==> src/rtl/collision_detector.sv <==
// collision_detector: per-frame pacman vs ghost bounding-box overlap scanner
// Ports: clk_i/reset_n clock and async active-low reset; frame_tick_i starts a check
//   when game_state is PLAYING; pacman_*_i, ghost_*_i, ghost_active_i are the sprite
//   positions and enables; collision/ghost_hit_o hold the last completed result;
//   check_done_o pulses when results update; overrun_o is a sticky missed-tick flag.
module collision_detector #(
  parameter int NUM_GHOSTS  = 4,
  parameter int COORD_W     = 10,
  parameter int SPRITE_SIZE = 16
) (
  input  logic                          clk_i,
  input  logic                          reset_n,
  input  logic                          frame_tick_i,
  input  logic [1:0]                    game_state,
  input  logic [COORD_W-1:0]            pacman_x_i,
  input  logic [COORD_W-1:0]            pacman_y_i,
  input  logic [NUM_GHOSTS*COORD_W-1:0] ghost_x_i,
  input  logic [NUM_GHOSTS*COORD_W-1:0] ghost_y_i,
  input  logic [NUM_GHOSTS-1:0]         ghost_active_i,
  output logic                          collision,
  output logic [NUM_GHOSTS-1:0]         ghost_hit_o,
  output logic                          check_done_o,
  output logic                          overrun_o
);
  localparam int IW = NUM_GHOSTS > 1 ? $clog2(NUM_GHOSTS) : 1;
  localparam logic [1:0] PLAYING = 2'b10;
  localparam logic [COORD_W:0] SPRITE = (COORD_W+1)'(SPRITE_SIZE);
  localparam logic [IW-1:0] LAST = IW'(NUM_GHOSTS-1);
  typedef enum logic [1:0] {IDLE, LATCH, SCAN, UPDATE} state_t;
  state_t state_q, state_d;
  logic [COORD_W-1:0] px_q, px_d, py_q, py_d, gx_k, gy_k;
  logic [NUM_GHOSTS*COORD_W-1:0] gx_q, gx_d, gy_q, gy_d;
  logic [NUM_GHOSTS-1:0] act_q, act_d, acc_q, acc_d, hit_q, hit_d;
  logic [IW-1:0] idx_q, idx_d;
  logic [COORD_W:0] dx, dy;
  logic coll_q, coll_d, done_q, done_d, ovr_q, ovr_d, hit_k;
  // Only the snapshot feeds the comparator, so inputs may move freely mid-scan.
  always_comb begin
    gx_k  = gx_q[int'(idx_q)*COORD_W +: COORD_W];
    gy_k  = gy_q[int'(idx_q)*COORD_W +: COORD_W];
    dx    = px_q >= gx_k ? {1'b0, px_q} - {1'b0, gx_k} : {1'b0, gx_k} - {1'b0, px_q};
    dy    = py_q >= gy_k ? {1'b0, py_q} - {1'b0, gy_k} : {1'b0, gy_k} - {1'b0, py_q};
    hit_k = act_q[idx_q] && dx < SPRITE && dy < SPRITE;
  end
  always_comb begin
    state_d = state_q;
    px_d    = px_q;
    py_d    = py_q;
    gx_d    = gx_q;
    gy_d    = gy_q;
    act_d   = act_q;
    acc_d   = acc_q;
    idx_d   = idx_q;
    hit_d   = hit_q;
    coll_d  = coll_q;
    done_d  = 1'b0;
    ovr_d   = ovr_q | (frame_tick_i && state_q != IDLE);
    // Leaving PLAYING aborts from any state and blanks the results.
    if (game_state != PLAYING) begin
      state_d = IDLE;
      acc_d   = '0;
      hit_d   = '0;
      coll_d  = 1'b0;
    end else begin
      case (state_q)
        IDLE:    state_d = frame_tick_i ? LATCH : IDLE;
        LATCH: begin
          px_d    = pacman_x_i;
          py_d    = pacman_y_i;
          gx_d    = ghost_x_i;
          gy_d    = ghost_y_i;
          act_d   = ghost_active_i;
          acc_d   = '0;
          idx_d   = '0;
          state_d = SCAN;
        end
        SCAN: begin
          acc_d[idx_q] = hit_k;
          idx_d        = idx_q + 1'b1;
          state_d      = idx_q == LAST ? UPDATE : SCAN;
        end
        UPDATE: begin
          hit_d   = acc_q;
          coll_d  = |acc_q;
          done_d  = 1'b1;
          state_d = IDLE;
        end
      endcase
    end
  end
  always_ff @(posedge clk_i or negedge reset_n) begin
    if (!reset_n) begin
      state_q <= IDLE;
      px_q    <= '0;
      py_q    <= '0;
      gx_q    <= '0;
      gy_q    <= '0;
      act_q   <= '0;
      acc_q   <= '0;
      idx_q   <= '0;
      hit_q   <= '0;
      coll_q  <= 1'b0;
      done_q  <= 1'b0;
      ovr_q   <= 1'b0;
    end else begin
      state_q <= state_d;
      px_q    <= px_d;
      py_q    <= py_d;
      gx_q    <= gx_d;
      gy_q    <= gy_d;
      act_q   <= act_d;
      acc_q   <= acc_d;
      idx_q   <= idx_d;
      hit_q   <= hit_d;
      coll_q  <= coll_d;
      done_q  <= done_d;
      ovr_q   <= ovr_d;
    end
  end
  assign collision    = coll_q;
  assign ghost_hit_o  = hit_q;
  assign check_done_o = done_q;
  assign overrun_o    = ovr_q;
endmodule

==> config.mk <==
export PLATFORM = sky130hd
export DESIGN_NAME = collision_detector
export DESIGN_NICKNAME = d
export VERILOG_FILES = /design/src/rtl/collision_detector.sv
export SDC_FILE = /design/constraint.sdc
export NUM_CORES = 1
export LEC_CHECK = 0
export CAP_MARGIN = 20
export CORE_MARGIN = 1.5
export CORE_UTILIZATION = 54
export DETAILED_ROUTE_END_ITERATION = 8
export PLACE_DENSITY = 0.89
export SLEW_MARGIN = 20
export SYNTH_ARGS = -nofsm -noshare
export SYNTH_HDL_FRONTEND = slang
export SYNTH_SLANG_ARGS = --single-unit
==> constraint.sdc <==
create_clock -name clk_i -period 4.55 [get_ports clk_i]
set_clock_uncertainty 0.1 [all_clocks]
set_input_delay 0.91 -clock clk_i [delete_from_list [all_inputs] [get_ports clk_i]]
set_output_delay 0.91 -clock clk_i [all_outputs]
set_load 0.02 [all_outputs]
==> flow_summary.ini, run 1 <==
[final_layout]
drive_above_1_share_pct = 24.89
num_antenna_cells = 0
fin_nets = 851
n_fill_cell = 862
area_growth_pct = 28.62

[floorplanning]
die_w_um = 115.8
start_util_pct = 54.88
ios = 116
fp.dieH_um = 115.8
rows = 41
coreArea_um2 = 12520
die-area_um2 = 13410

[cts]
clockBufferDepth = 2
ctsHoldBuffers = 0
ctsResizeCount = 0
clkSlewWorstSetupHoldPaths_ns = 0.06
cts_root_buf = clkbuf_16
cts_setup_buffers = 0
cts_num_sinks = 119
numCtsBuffers = 17
clock_latency_ns = 0.43
cts_max_level = 4
cts_tree = built

[run]
cap_violations = 0

[critical_path]
crit_fanout = 12
crit_type = register to register
crit_buf_inv = 1
crit_chain = buf_4 > mux4_2 > ha_1 > nor2b_1 > o31ai_1 > a31oi_1 > a21boi_2 > mux2i_1 > xor2_1 > a211oi_2 > o21ai_1
slowest_delay_ns = 0.61
worstPathArrival_ns = 4.26
end_kind = register
critPathLaunchType = register
crit_slowest_cell = dfrtp_2
cp.required_ns = 4.74
path_delay_family = compound AO/OA/AOI/OAI gates
r2r_slack_ns = 0.48

[power_and_ir_drop]
p_total_mw = 4.868
pwr-share-clk_pct = 29.8
ir_worst_vdd_mv = 0.3917
leakage_nw = 3.938
switching_share_pct = 35.67
combPwrFrac_pct = 40.0
p_per_area_nw_per_um2 = 551.0
p_switching_mw = 1.736
p_int_mw = 3.132
seq_power_share_pct = 30.2

[detailed_routing]
via_per_inst = 5.907
postRouteAntennaNets = 0
drt-total-wl_um = 16600
dr.pass1.iters = 6
drt_iter0_drc = 524
wire_per_inst_um = 18.89
num_vias = 5192
drc = 0

[logic_synthesis]
async_reset_ff_share_pct = 100.0
synthDistinctLibCells = 53
syn_nets = 738
ys_ff_latch = 119
synth_edf_count = 0
ys_seq_area_share_pct = 43.35
yosysWarnings = 0
netlist_area_um2 = 6869
yosys_most_used_dff = dfrtp_1
synth_area_per_cell_um2 = 11.82
syn-instance-count = 581

[grt]
grt_first_pass_wirelength_um = 27100
grt_pass1_vias = 5376
antenna_found_initial = 0
gr-usage-all-layers_pct = 26.64
grt_max_degree = 99
gr-total-overflow = 0

[timing]
min_period_ns = 4.068
hold_ws_ns = 0.2989
fin_setup_tns_ns = 0
worst_slew_pin_slew_ns = 0.8779
period_share_pct = 89.40
finalHoldViolCount = 0
fmaxAchievable_mhz = 245.8
slew_viol_final = 0
slew_headroom_pct = 41.47
setup_slack_ns = 0.4824
rsz0062_at_grt = no
setup_violations = 0

[run_status]
status = complete, no violations

[placed_design]
numPortBuffers = 115
place_hpwl_um = 11700
dpl_worst_slack_ns = 0.5911
place_congestion = 0.9892

[hold_path]
hold_class = primary input to async pin
[metal layers]
metal,GRT usage (%),part of all wire (%),up-vias
li1,-,-,2327
met1,33.61,41,2556
met2,43.88,50,254
met3,5.805,5.8,55
met4,12.76,3.4,0
met5,0,0,-
[path summary, 6_finish.rpt]
| path | startpoint | end | cells after the start |
|---|---|---|---|
| max reg2reg | idx_q[0] | acc_q[2] | 11 |
| min in group clk_i | overrun_o | overrun_o | 1 |
| max in group asynchronous | reset_n | acc_q[1] | 3 |
| max | idx_q[0] | acc_q[2] | 11 |
| min | reset_n | py_q[3] | 1 |
| min reg2reg | overrun_o | overrun_o | 1 |
[sequential cells by signal, indices dropped and copies added (netlist names)]
name and count:
gx_q 40, check_done_o 1, idx_q 2, state_q 2, px_q 10, act_q 4, overrun_o 1, collision 1
ghost_hit_o 4, acc_q 4, gy_q 40, py_q 10
[layout make-up]
type / count / area, um2 / share of cell area [%]
tap: 172 / 215.2 / 2.436
sequential: 119 / 2979 / 33.72
timing repair buffer: 122 / 1225 / 13.86
inverter: 50 / 187.7 / 2.124
clock inverter: 13 / 193.9 / 2.195
multi-input combinational: 384 / 3591 / 40.65
clock buffer: 19 / 442.9 / 5.013
[stage by stage]
stage          cell area (um2)  utilization (%)  std cells
6_report                  8835            70.58        879
4_1_cts                   8803            70.33        878
5_1_grt                   8835            70.58        879
2_1_floorplan             6869                -        581
3_5_place_dp              8167            65.24        846
3_3_place_gp              8167            65.24        846
[cells in the mapped netlist, drive strengths merged, types with 5 or more instances]
| library cell | number | area share [%] |
|---|---|---|
| nor2 | 24 | 1.3 |
| mux2 | 106 | 17 |
| clkbuf | 13 | 0.71 |
| nor2b | 12 | 1.1 |
| o21a | 6 | 0.66 |
| o211ai | 7 | 0.84 |
| mux4 | 21 | 6.9 |
| ha | 48 | 8.7 |
| nand4 | 6 | 0.55 |
| mux2i | 9 | 1.3 |
| buf | 15 | 1.0 |
| a21oi | 27 | 2.0 |
| nor3 | 6 | 0.44 |
| nand3 | 12 | 0.87 |
| a211oi | 6 | 0.80 |
| a21o | 5 | 0.55 |
| o21ai | 21 | 1.5 |
| dfrtp | 119 | 43 |
| inv | 50 | 2.7 |
| nand2 | 18 | 0.98 |
[cells by family after synthesis]
| logic type | count (synthesis) | share of synthesized area (%) |
|---|---|---|
| muxes | 136 | 25.57 |
| adders and majority gates | 48 | 8.743 |
| AOI/OAI and AO/OA | 103 | 10.62 |
| DFF | 119 | 43.35 |
| xor gates and xnor gates | 4 | 0.5101 |
| and+or+nand+nor | 93 | 6.721 |
| buffers and inverters | 78 | 4.481 |
[cell usage in the layout (no fill, tap or decap), types with 16 or more instances in the layout]
| cell type | netlist | routed |
|---|---|---|
| ha_1 | 48 | 48 |
| nor2_1 | 24 | 24 |
| mux2_2 | 105 | 105 |
| a21oi_1 | 27 | 27 |
| inv_1 | 50 | 50 |
| clkbuf_16 | 0 | 17 |
| nand2_1 | 18 | 17 |
| dfrtp_1 | 119 | 118 |
| o21ai_0 | 16 | 16 |
| mux4_2 | 21 | 21 |
| clkdlybuf4s50_1 | 0 | 114 |
[power by group through the flow]
stage | Combinational [mW] | Clock [mW] | Sequential (mW)
3_3_place_gp | 1.75 | 0 | 1.46
6_report | 1.95 | 1.45 | 1.47
3_5_place_dp | 1.85 | 0 | 1.48
5_1_grt | 2.11 | 1.52 | 1.50
4_1_cts | 1.90 | 1.47 | 1.46
2_1_floorplan | 1.44 | 0 | 1.40
[worst reg2reg max path, delay by kind of cell, from the launching register on]
kind                       cells  cell delay (ns)
AOI/OAI and AO/OA              5             1.56
muxes                          2             0.80
DFF                            1             0.61
adders and majority gates      1             0.33
buffers and inverters          1             0.26
and+or+nand+nor                1             0.17
xor gates and xnor gates       1             0.11
(Power assumes the default switching activity.)
==> run 2, diff against run 1 <==
- CORE_MARGIN: 1.5 -> default
- HOLD_SLACK_MARGIN: default -> 0.03
==> run 2 against run 1 <==
Compared with the run above:
- final area fell by 0.25%
- sequential power barely moved
- first-iteration DRC count fell by 42%
==> flow_summary.ini, run 2 (synthesized netlist as in run 1, its figures left out) <==
[placed_design]
place_hpwl_um = 11830
numPortBuffers = 115
place_congestion = 0.9364
post-place-cells = 843

[critical_path]
end_kind = register
crit_slowest_cell = mux4_2
worstPathArrival_ns = 4.02
crit_type = register to register
critPathLaunchType = register
slowest_delay_ns = 0.55
cp.required_ns = 4.79
crit_fanout = 25
crit_chain = buf_12 > mux4_2 > ha_1 > inv_1 > a2111oi_0 > nand3_1 > or4_4 > o32ai_4 > nand4_1 > o21ai_1

[final_layout]
final_common_cell = dfrtp_1
layout_common_cells = 119 x dfrtp_1, 114 x clkdlybuf4s50_1, 105 x mux2_2
final_cells = 874
biggestRegsByFlops = gx_q x40, gy_q x40
num_antenna_cells = 0
post-route-util_pct = 72.16
fin_nets = 851
area_growth_pct = 28.29
drive_above_1_share_pct = 24.65

[timing]
period_share_pct = 82.98
min_period_ns = 3.776
fin_setup_tns_ns = 0
worst_slew_pin_slew_ns = 0.7252
rsz0062_at_grt = no
slew_viol_final = 0
slew_headroom_pct = 51.65
setup_violations = 0
fmaxAchievable_mhz = 264.9
finalHoldViolCount = 0

[run_status]
status = complete, no violations

[detailed_routing]
via_per_inst = 5.805
num_vias = 5074
drt_iter0_drc = 306
wire_per_inst_um = 18.99
drt-total-wl_um = 16600
postRouteAntennaNets = 0
dr.pass1.iters = 5
drc = 0

[cts]
ctsHoldBuffers = 0
cts_setup_buffers = 0
cts_tree = built
numCtsBuffers = 17
clock_latency_ns = 0.42
ctsResizeCount = 0
cts_max_level = 4
cts_root_buf = clkbuf_16
cts_num_sinks = 119
clkSlewWorstSetupHoldPaths_ns = 0.06
clockBufferDepth = 2

[floorplanning]
coreArea_um2 = 12210
die_w_um = 114.8
start_util_pct = 56.25
die-area_um2 = 13180
ios = 116
fp.dieH_um = 114.8
rows = 40

[grt]
gr-total-overflow = 0
grt_max_degree = 69
grt_first_pass_wirelength_um = 27080
grt_pass1_vias = 5464
antenna_found_initial = 0
gr-usage-all-layers_pct = 27.35

[power_and_ir_drop]
p_total_mw = 4.814
leakage_nw = 3.930
combPwrFrac_pct = 40.5
ir_worst_vdd_mv = 0.2854
switching_share_pct = 35.18
p_per_area_nw_per_um2 = 546.3
p_int_mw = 3.121
p_switching_mw = 1.693
pwr-share-clk_pct = 29.4
seq_power_share_pct = 30.1

[hold_path]
hold_class = register to register

[run]
cap_violations = 0
==> run 2: worst max-delay path: cells and delay by family, from the launching register on <==
kind,cells,cell delay (ns)
AOI/OAI and AO/OA,3,1.01
adders and majority gates,1,0.48
buffers and inverters,2,0.41
DFF,1,0.37
muxes,1,0.55
and+or+nand+nor,3,0.74
==> run 2: routing by layer <==
metal  wire [um]  share of wire (%)  track usage [%]  vias up
met5           0                  0                0        -
met4         416                2.5            12.12        0
met3         907                5.5            6.378       34
met2        8600                 52            46.87      194
met1        6676                 40            33.15     2525
li1            -                  -                -     2321
==> run 2: layout make-up <==
class | count | area (um2)
Timing Repair Buffer | 122 | 1226
Sequential cell | 119 | 2978
Clock buffer | 19 | 442.9
Clock inverter | 12 | 176.4
Inverter | 50 | 187.7
Multi-Input combinational cell | 384 | 3591
Fill cell | 824 | 3400
Tap cell | 168 | 210.2
==> run 2: stage by stage <==
| step | instance area (um2) | hold slack [ns] | setup slack, ns |
|---|---|---|---|
| after CTS | 8812 | 0.3690 | 0.8103 |
| after floorplan | 6869 | 0.3739 | 0.5637 |
| final | 8812 | 0.3720 | 0.7745 |
| after global placement | 8193 | 0.3509 | 0.9763 |
| after detailed placement | 8193 | 0.3584 | 0.8550 |
| after global routing | 8812 | 0.3827 | 0.5428 |
==> run 2: path summary, 6_finish.rpt <==
| path | startpoint | to | slack [ns] | cells after the start |
|---|---|---|---|---|
| min in group asynchronous | reset_n | gx_q[21] | 0.45 | 1 |
| max in group asynchronous | reset_n | state_q[1] | 3.01 | 2 |
| min | overrun_o | overrun_o | 0.37 | 1 |
| max | idx_q[0] | acc_q[0] | 0.77 | 10 |
| min reg2reg | overrun_o | overrun_o | 0.37 | 1 |
| max reg2reg | idx_q[0] | acc_q[0] | 0.77 | 10 |
==> run 2: power groups by stage <==
stage / Combinational [mW] / Sequential, mW / Clock, mW
4_1_cts: 1.92 / 1.45 / 1.43
3_3_place_gp: 1.81 / 1.44 / 0
5_1_grt: 2.13 / 1.47 / 1.48
6_report: 1.95 / 1.45 / 1.42
2_1_floorplan: 1.44 / 1.40 / 0
3_5_place_dp: 1.88 / 1.46 / 0
